$ cat config.mk
export PLATFORM = sky130hd
export DESIGN_NAME = vga_timing_gen_flat
export DESIGN_NICKNAME = d
export VERILOG_FILES = /design/src/rtl/vga_timing_gen_if.sv /design/src/rtl/vga_timing_gen.sv /design/src/flat_wrapper.sv
export SDC_FILE = /design/constraint.sdc
export NUM_CORES = 1
export LEC_CHECK = 0
export CORE_MARGIN = 4
export CORE_UTILIZATION = 57
export CTS_CLUSTER_DIAMETER = 30
export DETAILED_ROUTE_END_ITERATION = 12
export GPL_ROUTABILITY_DRIVEN = 0
export PLACE_DENSITY = 0.95
export REMOVE_ABC_BUFFERS = 1
export SYNTH_ARGS = -nofsm -noshare
export SYNTH_HDL_FRONTEND = slang
export SYNTH_SLANG_ARGS = --single-unit
$ cat constraint.sdc
create_clock -name CLK -period 4.05 [get_ports CLK]
set_input_delay 1.215 -clock CLK [delete_from_list [all_inputs] [get_ports CLK]]
set_output_delay 1.215 -clock CLK [all_outputs]
set_load 0.005 [all_outputs]
$ cat src/rtl/vga_timing_gen_if.sv
// vga_timing_gen_if
// Raster timing bundle between the VGA timing generator and its consumers
// (pattern generator, sync pin drivers).
//   i_CE          pixel clock enable, driven by the clocking logic
//   o_Col/o_Row   current column/row counters (CW bits, unsigned)
//   o_H_Sync      horizontal sync, at SYNC_POL level inside the sync region
//   o_V_Sync      vertical sync, at SYNC_POL level inside the sync region
//   o_Active      visible-area flag
//   o_Frame_Start one-enabled-cycle strobe at the (0,0) following a frame wrap
// master: the timing generator. slave: a consumer of the raster timing.
interface vga_timing_gen_if #(
  parameter int CW = 10
);
  logic          i_CE;
  logic [CW-1:0] o_Col;
  logic [CW-1:0] o_Row;
  logic          o_H_Sync;
  logic          o_V_Sync;
  logic          o_Active;
  logic          o_Frame_Start;

  modport master (
    input  i_CE,
    output o_Col, o_Row, o_H_Sync, o_V_Sync, o_Active, o_Frame_Start
  );

  modport slave (
    output i_CE,
    input  o_Col, o_Row, o_H_Sync, o_V_Sync, o_Active, o_Frame_Start
  );
endinterface

$ cat src/rtl/vga_timing_gen.sv
// vga_timing_gen
// VGA raster timing: column/row counters, porch-aware sync pulses, an
// active-video flag and a frame-start strobe. Defaults give 640x480 @ 60 Hz
// at a 25 MHz pixel rate, with the pixel rate set by a clock enable.
// Ports:
//   CLK  system clock
//   RST  synchronous reset, active-high (takes effect regardless of i_CE)
//   vga  timing bundle (master side), see vga_timing_gen_if
// Every flag is a registered decode of the next counter values, so flags and
// counters presented in the same cycle always describe the same pixel.
module vga_timing_gen #(
  parameter int H_ACTIVE = 640,
  parameter int H_FP     = 18,
  parameter int H_SYNC   = 92,
  parameter int H_BP     = 50,
  parameter int V_ACTIVE = 480,
  parameter int V_FP     = 10,
  parameter int V_SYNC   = 2,
  parameter int V_BP     = 33,
  parameter int SYNC_POL = 0,
  parameter int CW       = 10
) (
  input  logic            CLK,
  input  logic            RST,
  vga_timing_gen_if.master vga
);

  localparam int H_TOTAL = H_ACTIVE + H_FP + H_SYNC + H_BP;
  localparam int V_TOTAL = V_ACTIVE + V_FP + V_SYNC + V_BP;
  localparam int CWE     = CW + 1;

  localparam logic [CW-1:0] H_LAST = CW'(H_TOTAL - 1);
  localparam logic [CW-1:0] V_LAST = CW'(V_TOTAL - 1);

  // Region bounds carry one extra bit: an end bound may equal 2^CW when the
  // total exactly fills the counter range.
  localparam logic [CW:0] H_ACT_END  = CWE'(H_ACTIVE);
  localparam logic [CW:0] H_SYNC_BEG = CWE'(H_ACTIVE + H_FP);
  localparam logic [CW:0] H_SYNC_END = CWE'(H_ACTIVE + H_FP + H_SYNC);
  localparam logic [CW:0] V_ACT_END  = CWE'(V_ACTIVE);
  localparam logic [CW:0] V_SYNC_BEG = CWE'(V_ACTIVE + V_FP);
  localparam logic [CW:0] V_SYNC_END = CWE'(V_ACTIVE + V_FP + V_SYNC);

  localparam logic SYNC_ON = (SYNC_POL != 0);

  // Half-open interval test [lo, hi); empty when lo == hi.
  function automatic logic in_span(input logic [CW-1:0] v,
                                   input logic [CW:0]   lo,
                                   input logic [CW:0]   hi);
    return ({1'b0, v} >= lo) && ({1'b0, v} < hi);
  endfunction

  function automatic logic sync_level(input logic in_sync);
    return in_sync ? SYNC_ON : ~SYNC_ON;
  endfunction

  logic [CW-1:0] col_p0;
  logic [CW-1:0] row_p0;
  logic          h_sync_p0;
  logic          v_sync_p0;
  logic          active_p0;
  logic          frame_start_p0;

  logic [CW-1:0] col_nxt;
  logic [CW-1:0] row_nxt;
  logic          line_adv;
  logic          frame_wrap;

  always_comb begin
    line_adv   = (col_p0 == H_LAST);
    frame_wrap = line_adv && (row_p0 == V_LAST);
    col_nxt    = line_adv ? '0 : col_p0 + 1'b1;
    row_nxt    = row_p0;
    if (line_adv) begin
      row_nxt = (row_p0 == V_LAST) ? '0 : row_p0 + 1'b1;
    end
  end

  // ---- stage p0: counters and flags decoded from the next counter values
  always_ff @(posedge CLK) begin
    if (RST) begin
      col_p0         <= '0;
      row_p0         <= '0;
      h_sync_p0      <= ~SYNC_ON;
      v_sync_p0      <= ~SYNC_ON;
      active_p0      <= 1'b1;
      frame_start_p0 <= 1'b0;
    end else if (vga.i_CE) begin
      col_p0         <= col_nxt;
      row_p0         <= row_nxt;
      h_sync_p0      <= sync_level(in_span(col_nxt, H_SYNC_BEG, H_SYNC_END));
      v_sync_p0      <= sync_level(in_span(row_nxt, V_SYNC_BEG, V_SYNC_END));
      active_p0      <= in_span(col_nxt, '0, H_ACT_END) &&
                        in_span(row_nxt, '0, V_ACT_END);
      frame_start_p0 <= frame_wrap;
    end
  end

  assign vga.o_Col         = col_p0;
  assign vga.o_Row         = row_p0;
  assign vga.o_H_Sync      = h_sync_p0;
  assign vga.o_V_Sync      = v_sync_p0;
  assign vga.o_Active      = active_p0;
  assign vga.o_Frame_Start = frame_start_p0;

endmodule

$ cat src/flat_wrapper.sv
// flat-port wrapper written by rule: the top's interface ports become plain ports
module vga_timing_gen_flat 
#(
  parameter int H_ACTIVE = 640,
  parameter int H_FP     = 18,
  parameter int H_SYNC   = 92,
  parameter int H_BP     = 50,
  parameter int V_ACTIVE = 480,
  parameter int V_FP     = 10,
  parameter int V_SYNC   = 2,
  parameter int V_BP     = 33,
  parameter int SYNC_POL = 0,
  parameter int CW       = 10
)
  (CLK, RST, vga_i_CE, vga_o_Col, vga_o_Row, vga_o_H_Sync, vga_o_V_Sync, vga_o_Active, vga_o_Frame_Start);
  vga_timing_gen_if #(.CW(CW)) vga_i ();
  input  logic CLK;
  input  logic RST;
  input wire logic [$bits(vga_i.i_CE)-1:0] vga_i_CE;
  output wire logic [$bits(vga_i.o_Col)-1:0] vga_o_Col;
  output wire logic [$bits(vga_i.o_Row)-1:0] vga_o_Row;
  output wire logic [$bits(vga_i.o_H_Sync)-1:0] vga_o_H_Sync;
  output wire logic [$bits(vga_i.o_V_Sync)-1:0] vga_o_V_Sync;
  output wire logic [$bits(vga_i.o_Active)-1:0] vga_o_Active;
  output wire logic [$bits(vga_i.o_Frame_Start)-1:0] vga_o_Frame_Start;
  assign vga_i.i_CE = vga_i_CE;
  assign vga_o_Col = vga_i.o_Col;
  assign vga_o_Row = vga_i.o_Row;
  assign vga_o_H_Sync = vga_i.o_H_Sync;
  assign vga_o_V_Sync = vga_i.o_V_Sync;
  assign vga_o_Active = vga_i.o_Active;
  assign vga_o_Frame_Start = vga_i.o_Frame_Start;
  vga_timing_gen #(.H_ACTIVE(H_ACTIVE), .H_FP(H_FP), .H_SYNC(H_SYNC), .H_BP(H_BP), .V_ACTIVE(V_ACTIVE), .V_FP(V_FP), .V_SYNC(V_SYNC), .V_BP(V_BP), .SYNC_POL(SYNC_POL), .CW(CW)) u_core (.CLK(CLK), .RST(RST), .vga(vga_i));
endmodule
==> results by group, run 1 <==
Outcome
  – Outcome: completed

Logic synthesis
  – Asr flop ratio synth: 0%
  – Synth Register Bits: 24
  – Cells after synthesis: 209
  – Cell Area, Synth: 1610 µm²
  – Yosys Warn Count: 0
  – Count of cell types in the netlist: 54
  – Avg Inst Size Synth: 7.705 µm²
  – Post-synth EDFFs: 0
  – Prevailing post-synth register cell: dfxtp_1
  – Seq/Total Area, Yosys: 29.84%

Routing
  – Routed via count: 1,653
  – Total Wirelength: 3907 µm
  – Antenna Nets Post-Route: 0
  – Vias/cell: 6.482
  – 1st-pass router iterations: 4
  – Initial DRC count: 116
  – DRC: 0
  – Wire length per cell: 15.32 µm

GRT
  – First-pass GRT wire length: 6417 µm
  – Vias in the first global route: 1,427
  – Largest net degree at the start of global routing: 17
  – Global route overflow: 0
  – Initial antenna violation count: 0
  – GR Util All Layers: 22.30%

Setup path
  – Cell Chain, Critical Path: clkdlybuf4s50_1, nand4_1, nor4_1, xnor2_1, nor2_1
  – Crit path kind: in -> reg
  – Setup crit end kind: flop
  – Worst reg2reg path depth: 6
  – R2r setup slk: 1.56 ns
  – R2R Path Start: u_core.vga.o_Col[0]
  – CP max FO: 11
  – Crit path max-delay family: simple AND/OR/NAND/NOR gates
  – Max incr delay on CP: 0.65 ns
  – CP startpoint kind: primary input
  – Reg-to-reg critical path endpoint: u_core.vga.o_V_Sync
  – Worst endpoint data arrival time: 2.94 ns
  – Critical path data required time: 4.27 ns
  – Worst path bufs/invs: 1
  – Worst path slowest cell: clkdlybuf4s50_1

STA
  – Final setup viols: 0
  – Worst relative slew slack: 66.44%
  – Final hold violations: 0
  – Fin crit share: 67.19%
  – Setup TNS: 0 ns
  – Skew final: 0.004793 ns
  – Final slew viol count: 0
  – RSZ-0062 raised after global routing: no
  – Min cycle time layout: 2.721 ns
  – Worst slew pin tran: 0.5021 ns
  – Fmax: 0.3675 GHz

Hold path
  – Hold Path Depth: 2
  – Min-delay src: u_core.vga.o_Frame_Start
  – WHS Endpoint: u_core.vga.o_Frame_Start
  – Hold WC Path Type: reg -> reg

Pwr
  – Pleak: 0.0006110 µW
  – Maximum vdd drop: 257.2 µV
  – Pwr Density: 201.3 nW/µm²
  – Total Power: 373.4 µW

Floorplanning
  – Full die area: 3739 µm²
  – Die Y: 61.15 µm
  – Core region area: 2734 µm²
  – Die width: 61.15 µm
  – # rows: 19
  – Starting density of the core: 58.90%
  – IO Count: 27

Clock network
  – Num CTS Buffers: 3
  – Post-CTS Setup Repair Bufs: 0
  – Worst-path clk slew: 0.13 ns
  – CTS hold repair buffers: 0
  – CTS tree: built
  – Clk_lat worst skew: 0.31 ns
  – Root Buffer: clkbuf_4
  – H-tree depth: 1
  – CTS-repair resized insts: 0
  – Clock buffer depth: 2
  – TritonCTS Sinks: 24

Run
  – Max-cap violations: 0

Placement
  – Port bufs: 26
  – Post-DP HPWL: 2732 µm

Finish
  – Nets: 232
  – Fraction of layout cells with a size suffix above 1: 7.143%
  – Fillers: 253
  – Post-layout util: 67.87%
  – Ant. Diodes: 0
  – Area Overhead vs Synth: 15.23%
==> tightest hold or removal path, stage by stage (launching register included) <==
cell,delay [ns]
dfxtp_1,0.33
nand2_1,0.06
a21oi_1,0.05
==> worst max path at each step <==
| stage | start | endpoint | slack, ns | cells after the start |
|---|---|---|---|---|
| after floorplan | vga_i_CE | u_core.vga.o_Row[8] | 1.93 | 4 |
| after global placement | vga_i_CE | u_core.vga.o_Row[8] | 1.08 | 5 |
| after detailed placement | vga_i_CE | u_core.vga.o_Row[8] | 1.03 | 5 |
| after CTS | vga_i_CE | u_core.vga.o_Row[8] | 1.38 | 5 |
| after global routing | vga_i_CE | u_core.vga.o_Row[8] | 1.25 | 5 |
| final | vga_i_CE | u_core.vga.o_Row[8] | 1.33 | 5 |
==> layout by cell type (no fill, tap or decap), types with 4 or more instances in the layout <==
master           instances
clkdlybuf4s50_1         26
dfxtp_1                 24
nor2_1                  21
a21oi_1                 20
nand2_1                 20
nor3_1                   9
o21ai_0                  9
nand3_1                  6
nand4_1                  5
a31oi_1                  5
and3_1                   4
o31ai_1                  4
xor2_1                   4
nor2b_1                  4
xnor2_1                  4
==> cell type report <==
type	count	area [µm²]	share of cell area, %
Timing Repair Buffer	29	282.8	15.24
Clock buffer	3	22.52	1.214
Inverter	4	15.01	0.8092
Tap cell	31	38.79	2.090
Multi-Input combinational cell	164	1016	54.75
Sequential cell	24	480.5	25.89
==> cell usage after synthesis, types with 4 or more instances <==
cell type / count / area (µm²)
o21ai_0: 9 / 45.04
nor2_1: 21 / 78.83
nand2_1: 20 / 75.07
nand4_1: 5 / 31.28
nor3_1: 9 / 45.04
o31ai_1: 4 / 30.03
dfxtp_1: 24 / 480.5
a31oi_1: 5 / 31.28
nor2b_1: 4 / 25.02
nand3_1: 6 / 30.03
and3_1: 4 / 25.02
xor2_1: 4 / 35.03
clkbuf_1: 5 / 18.77
buf_2: 5 / 25.02
xnor2_1: 4 / 35.03
a21oi_1: 20 / 100.1
==> state kept, by name (all words and copies together) (netlist names) <==
signal,flops
u_core.vga.o_Active,1
u_core.vga.o_Col,10
u_core.vga.o_Frame_Start,1
u_core.vga.o_H_Sync,1
u_core.vga.o_Row,10
u_core.vga.o_V_Sync,1
==> report_power, final <==
part	internal [µW]	switching, µW	total, µW
clock	34.8	72.2	107
combinational	10.4	14.7	25.2
sequential	238	3.18	241
total	283	90.1	373
==> metal layers <==
metal	share of wire, %	vias to the layer above	track usage (%)
met1	46	780	29.16
li1	-	801	-
met5	0	-	0
met3	5.7	4	4.403
met4	0.87	0	4.954
met2	48	68	37.92
==> logic make-up after synthesis <==
family                     share of synthesized area (%)
and+or+nand+nor                                    32.25
AOI/OAI and AO/OA                                  22.30
DFF                                                29.84
buffers and inverters                              7.070
xor gates and xnor gates                           4.351
muxes                                              1.865
adders and majority gates                          2.331
==> through the flow <==
step	setup slack (ns)	hold slack, ns	instances	cell area [µm²]
4_1_cts	1.380	0.4795	255	1856
3_5_place_dp	1.028	0.4609	252	1833
2_1_floorplan	1.934	0.4513	192	1511
6_report	1.329	0.4752	255	1856
5_1_grt	1.255	0.5125	255	1856
3_3_place_gp	1.082	0.4567	252	1833
No activity file was read; power rests on OpenSTA's default activity.
==> run 2: changes to the inputs <==
--- a/config.mk
+++ b/config.mk
@@ -6,11 +6,11 @@
 export NUM_CORES = 1
 export LEC_CHECK = 0
 export CORE_MARGIN = 4
-export CORE_UTILIZATION = 57
+export CORE_UTILIZATION = 48
 export CTS_CLUSTER_DIAMETER = 30
 export DETAILED_ROUTE_END_ITERATION = 12
 export GPL_ROUTABILITY_DRIVEN = 0
-export PLACE_DENSITY = 0.95
+export PLACE_DENSITY = 0.88
 export REMOVE_ABC_BUFFERS = 1
 export SYNTH_ARGS = -nofsm -noshare
 export SYNTH_HDL_FRONTEND = slang
==> constraint.sdc (replaced) <==
create_clock -name CLK -period 2.5 [get_ports CLK]
set_input_delay 0.75 -clock CLK [delete_from_list [all_inputs] [get_ports CLK]]
set_output_delay 0.75 -clock CLK [all_outputs]
set_load 0.005 [all_outputs]
==> run 2 against run 1 <==
Clock skew fell by 0.0036 ns. Power increased by 60%. Combinational power up 73%. Clock-buffer cell count did not move. Sequential share of layout area decreased by 1.3 points. Critical path depth shrank 4. Worst hold slack improved by 0.0092 ns. First-iteration DRC count increased by 100%. Global-route usage is 3.0 points lower.
==> results by group, run 2 (synthesis results as in run 1) <==
STA
  – Min cycle time layout: 2.184 ns
  – Final hold violations: 0 (unchanged)
  – Final setup viols: 0 (unchanged)
  – Setup TNS: 0 ns (unchanged)
  – Worst slew pin tran: 0.4420 ns (-0.06005 ns)
  – Fmax: 0.4579 GHz
  – RSZ-0062 raised after global routing: no
  – Final slew viol count: 0 (unchanged)
  – Worst relative slew slack: 70.45% (+4.0 points)
  – Final setup margin: 0.3162 ns (-1.013 ns)
  – Skew final: 0.001216 ns (-0.003577 ns)
  – Fin crit share: 87.35%

Routing
  – Initial DRC count: 237 (+100%)
  – Vias/cell: 5.907 (-8.9%)
  – Antenna Nets Post-Route: 0 (unchanged)
  – Total Wirelength: 3831 µm (-1.9%)
  – Wire length per cell: 13.73 µm (-10%)
  – Routed via count: 1,648 (-0.30%)
  – 1st-pass router iterations: 4 (unchanged)
  – DRC: 0 (unchanged)

Hold path
  – Hold WC Path Type: reg -> reg
  – Min-delay src: u_core.vga.o_Frame_Start

Placement
  – Pre-CTS setup slack: 0.2655 ns (-0.7621 ns)
  – Port bufs: 26 (unchanged)
  – Post-DP HPWL: 2893 µm (+5.9%)

Clock network
  – CTS tree: built
  – Worst-path clk slew: 0.12 ns (about the same)
  – H-tree depth: 1 (unchanged)
  – Post-CTS Setup Repair Bufs: 0 (unchanged)
  – Clock buffer depth: 2 (unchanged)
  – Clk_lat worst skew: 0.30 ns (about the same)
  – CTS-repair resized insts: 0 (unchanged)
  – Num CTS Buffers: 3 (unchanged)
  – CTS hold repair buffers: 0 (unchanged)
  – Root Buffer: clkbuf_4
  – TritonCTS Sinks: 24 (unchanged)

GRT
  – First-pass GRT wire length: 6872 µm (+7.1%)
  – Global route overflow: 0 (unchanged)
  – Initial antenna violation count: 0 (unchanged)
  – Largest net degree at the start of global routing: 15 (-2)
  – GR Util All Layers: 19.28% (-3.0 points)
  – Vias in the first global route: 1,569 (+10%)

Finish
  – Area Overhead vs Synth: 21.37%
  – Most frequent cells in the layout: clkdlybuf4s50_1 (26), dfxtp_1 (24), nor2_1 (21)
  – Fraction of layout cells with a size suffix above 1: 11.49% (+4.3 points)
  – Ant. Diodes: 0 (unchanged)
  – Nets: 243 (+4.7%)
  – Commonest non-fill, non-tap cell in the layout: clkdlybuf4s50_1

Floorplanning
  – Die Y: 65.92 µm (+7.8%)
  – Full die area: 4345 µm² (+16%)
  – Core region area: 3128 µm² (+14%)
  – # rows: 20 (+1)
  – Starting density of the core: 51.48% (-7.4 points)
  – Die width: 65.92 µm (+7.8%)
  – IO Count: 27 (unchanged)

Pwr
  – Sequential power share: 65.4% (+0.8 points)
  – Clock power frac: 27.2% (-1.4 points)
  – Switching Power: 135.2 µW (+50%)
  – Combinational power share: 7.3% (+0.6 points)
  – Maximum vdd drop: 206.4 µV (-20%)
  – Pleak: 0.0006671 µW (+9.2%)
  – Internal power: 461.4 µW (+63%)
  – Switching share of power: 22.67% (-1.5 points)
  – Pwr Density: 305.3 nW/µm² (+52%)

Setup path
  – R2R Path Start: u_core.vga.o_Col[0]
  – CP max FO: 12 (+1)
  – Worst path slowest cell: clkdlybuf4s50_1
  – Worst endpoint data arrival time: 1.43 ns (-1.51 ns)
  – Crit path max-delay family: buffers and inverters
  – Crit path kind: reg -> out
  – CP startpoint kind: flop
  – Setup crit end kind: primary output
  – Crit. Startpoint: u_core.vga.o_Col[3]
  – Critical path data required time: 1.75 ns (-2.52 ns)
  – Max incr delay on CP: 0.58 ns (-0.07 ns)
  – Cell Chain, Critical Path: clkdlybuf4s50_1
  – Worst path bufs/invs: 1 (unchanged)

Run
  – Max-cap violations: 0 (unchanged)

Outcome
  – Outcome: completed
-- run 2: layer usage --
layer | up-vias | global-route usage [%] | part of all wire, % | wire (µm)
li1 | 817 | - | - | -
met1 | 773 | 24.30 | 48 | 1820
met2 | 49 | 33.42 | 47 | 1811
met3 | 9 | 2.891 | 3.7 | 141
met4 | 0 | 5.959 | 1.5 | 57
met5 | - | 0 | 0 | 0
-- run 2: power groups by stage --
stage / clock network (µW) / registers (µW) / logic (µW)
3_5_place_dp: 0 / 399 / 43.6
3_3_place_gp: 0 / 399 / 42.7
5_1_grt: 190 / 392 / 48.1
6_report: 162 / 390 / 43.7
2_1_floorplan: 0 / 399 / 14.6
4_1_cts: 171 / 390 / 43.6
-- run 2: per-stage QoR --
stage / utilization [%] / power [µW] / cells / area, µm² / hold slack (ns)
2_1_floorplan: - / 413.3 / 192 / 1511 / 0.4513
3_3_place_gp: 61.76 / 441.4 / 276 / 1932 / 0.4543
3_5_place_dp: 61.76 / 442.6 / 276 / 1932 / 0.4687
4_1_cts: 62.48 / 605.3 / 279 / 1954 / 0.4865
5_1_grt: 62.48 / 630.0 / 279 / 1954 / 0.5016
6_report: 62.48 / 596.7 / 279 / 1954 / 0.4844
-- run 2: cell type report --
type                    count  area (µm²)
well taps                  44       55.05
multi-input cells         164        1016
inverters                   4       15.01
fillers                   276        1174
clock buffers               3       22.52
flip-flops and latches     24       480.5
repair buffers             40       365.4
-- run 2: final timing paths --
path / end / slack [ns] / depth (start not counted)
worst max-delay path: vga_o_Col[3] / 0.32 / 1
worst max register to register: u_core.vga.o_H_Sync / 0.38 / 7
worst min register to register: u_core.vga.o_Frame_Start / 0.48 / 2
worst min-delay path: u_core.vga.o_Frame_Start / 0.48 / 2
==> run 3: changes to the inputs <==
--- a/config.mk
+++ b/config.mk
@@ -6,11 +6,11 @@
 export NUM_CORES = 1
 export LEC_CHECK = 0
 export CORE_MARGIN = 4
-export CORE_UTILIZATION = 48
+export CORE_UTILIZATION = 53
 export CTS_CLUSTER_DIAMETER = 30
 export DETAILED_ROUTE_END_ITERATION = 12
 export GPL_ROUTABILITY_DRIVEN = 0
-export PLACE_DENSITY = 0.88
+export PLACE_DENSITY = 0.92
 export REMOVE_ABC_BUFFERS = 1
 export SYNTH_ARGS = -nofsm -noshare
 export SYNTH_HDL_FRONTEND = slang
==> constraint.sdc (replaced) <==
create_clock -name CLK -period 2.04 [get_ports CLK]
set_input_delay 0.612 -clock CLK [delete_from_list [all_inputs] [get_ports CLK]]
set_output_delay 0.612 -clock CLK [all_outputs]
set_load 0.005 [all_outputs]
==> run 3 against run 2 <==
Core utilization grew 12 points. Global-route usage rose by 3.2 points. Sequential cell count did not move. Final area is 8.2% higher. Non-clock buffer count grew 19. Register-to-register slack got worse by 0.24 ns. Power is 34% higher. Clock-buffer cell count up 1. Final cell count grew 2.5%. Die area shrank 8.3%. Critical path type unchanged. Largest power group unchanged.
==> results by group, run 3 (synthesis results as in run 1) <==
GRT
  – First-pass GRT wire length: 7314 µm (+6.4%)
  – Initial antenna violation count: 0 (unchanged)
  – Largest net degree at the start of global routing: 14 (-1)
  – Global route overflow: 0 (unchanged)
  – Vias in the first global route: 1,579 (+0.64%)
  – GR Util All Layers: 22.50% (+3.2 points)

Routing
  – Initial DRC count: 135 (-43%)
  – Antenna Nets Post-Route: 0 (unchanged)
  – Vias/cell: 6.073 (+2.8%)
  – Routed via count: 1,737 (+5.4%)
  – Total Wirelength: 4284 µm (+12%)
  – Wire length per cell: 14.98 µm (+9.1%)
  – DRC: 0 (unchanged)
  – 1st-pass router iterations: 4 (unchanged)

STA
  – Final hold violations: 0 (unchanged)
  – Skew final: 0.005251 ns (+0.004036 ns)
  – Fmax: 0.5070 GHz
  – Fin crit share: 96.68%
  – Final slew viol count: 0 (unchanged)
  – Final setup viols: 0 (unchanged)
  – Worst relative slew slack: 74.29% (+3.8 points)
  – Final setup margin: 0.06776 ns (-0.2485 ns)
  – Worst slew pin tran: 0.3759 ns (-0.06611 ns)
  – Min cycle time layout: 1.972 ns

Clock network
  – TritonCTS Sinks: 24 (unchanged)
  – CTS hold repair buffers: 0 (unchanged)
  – CTS tree: built
  – Root Buffer: clkbuf_4
  – Num CTS Buffers: 3 (unchanged)
  – Worst-path clk slew: 0.13 ns (about the same)
  – Clock buffer depth: 2 (unchanged)
  – Clk_lat worst skew: 0.32 ns (+0.02 ns)
  – H-tree depth: 1 (unchanged)

Floorplanning
  – Starting density of the core: 56.92% (+5.4 points)
  – Core region area: 2829 µm² (-9.6%)
  – Die Y: 63.12 µm (-4.2%)
  – IO Count: 27 (unchanged)
  – Die width: 63.12 µm (-4.2%)
  – # rows: 19 (-5.0%)
  – Full die area: 3984 µm² (-8.3%)

Placement
  – Post-DP HPWL: 3257 µm (+13%)
  – Post-DP Area: 2058 µm² (+6.5%)
  – Pre-CTS setup slack: -0.09313 ns (-0.3586 ns)
  – Port bufs: 26 (unchanged)

Hold path
  – Min-delay src: u_core.vga.o_Frame_Start
  – WHS Endpoint: u_core.vga.o_Frame_Start
  – Hold Path Depth: 2 (unchanged)
  – Hold WC Path Type: reg -> reg

Pwr
  – Pleak: 0.0007808 µW (+17%)
  – Switching Power: 184.6 µW (+37%)
  – Maximum vdd drop: 246.8 µV (+20%)
  – Sequential power share: 59.4% (-6.0 points)
  – Switching share of power: 23.17% (+0.50 points)
  – Clock power frac: 31.8% (+4.6 points)
  – Pwr Density: 376.9 nW/µm² (+23%)
  – Combinational power share: 8.8% (+1.5 points)
  – Internal power: 612.4 µW (+33%)

Setup path
  – CP max FO: 7 (-5)
  – Crit path kind: reg -> out
  – Worst reg2reg path depth: 5 (-2)
  – Worst endpoint data arrival time: 1.36 ns (-0.07 ns)
  – Critical path data required time: 1.43 ns (-0.32 ns)
  – Setup crit end kind: primary output
  – R2R Path Start: u_core.vga.o_Row[5]
  – CP startpoint kind: flop
  – R2r setup slk: 0.14 ns (-0.24 ns)
  – Reg-to-reg critical path endpoint: u_core.vga.o_Row[9]

Finish
  – Nets: 262 (+7.8%)
  – Most frequent cells in the layout: buf_4 (33), clkdlybuf4s50_1 (26), nor2_1 (21)
  – Design Area, Final: 2115 µm² (+8.2%)
  – Ant. Diodes: 0 (unchanged)
  – Fillers: 226 (-18%)
  – Area Overhead vs Synth: 31.31%
  – Commonest non-fill, non-tap cell in the layout: buf_4
  – Fraction of layout cells with a size suffix above 1: 23.92% (+12 points)

Outcome
  – Outcome: completed

Run
  – Max-cap violations: 0 (unchanged)
## run 3: cell count changes in the layout (fill, tap and decap cells not counted), sizes merged
cell,previous run,this run
clkbuf,3,4
buf,14,33
## run 3: what timing repair did
action | in CTS | in global routing
gates resized for setup | 1 | 14
setup endpoints to repair | 1 | 15
buffers inserted | 0 | 0
## run 3: final cells by class
cell class | instances | area, µm² | area share, %
inverter | 4 | 15.01 | 0.7101
multi-input combinational | 164 | 1017 | 48.11
tap | 31 | 38.79 | 1.834
clock buffer | 4 | 36.28 | 1.716
sequential | 24 | 499.2 | 23.61
timing repair buffer | 59 | 508.0 | 24.02
## run 3: worst max path at each step
stage               cells past startpoint                 from  slack (ns)                  end
floorplan                               6  u_core.vga.o_Col[0]       -0.06  u_core.vga.o_V_Sync
global placement                        5             vga_i_CE      -0.005  u_core.vga.o_Row[8]
detailed placement                      5             vga_i_CE       -0.09  u_core.vga.o_Row[8]
CTS                                     2  u_core.vga.o_Row[2]       0.006         vga_o_Row[2]
global route                            8  u_core.vga.o_Row[1]       -0.03  u_core.vga.o_Active
finish                                  2  u_core.vga.o_Row[2]        0.07         vga_o_Row[2]
## run 3: worst max-delay path, cell delays in order, from the launching register on
cell and delay [ns]:
dfxtp_2 0.38, buf_4 0.15, clkdlybuf4s50_1 0.51
## run 3: per-layer routing
metal	track usage, %	wire length (µm)	vias to the layer above
li1	-	-	859
met1	28.84	1927	806
met2	37.55	2113	64
met3	3.552	175	8
met4	8.815	67	0
met5	0	0	-
## run 3: power by group through the flow
stage | logic (µW) | clock network, µW | registers [µW]
after global placement | 67.0 | 0 | 485
after floorplan | 17.9 | 0 | 489
after CTS | 68.5 | 265 | 475
final | 70.4 | 253 | 473
after detailed placement | 68.2 | 0 | 485
after global routing | 75.5 | 295 | 474
## run 3: per-stage QoR
stage / util (%) / hold slack (ns) / TNS [ns] / cells / total power [µW]
floorplan: - / 0.4513 / -0.07287 / 192 / 506.5
global placement: 72.76 / 0.4515 / -0.004661 / 282 / 552.1
detailed placement: 72.76 / 0.4605 / -0.1528 / 282 / 553.4
CTS: 74.08 / 0.4789 / 0 / 286 / 808.4
global route: 74.75 / 0.5104 / -0.02878 / 286 / 844.9
finish: 74.75 / 0.4732 / 0 / 286 / 797.0
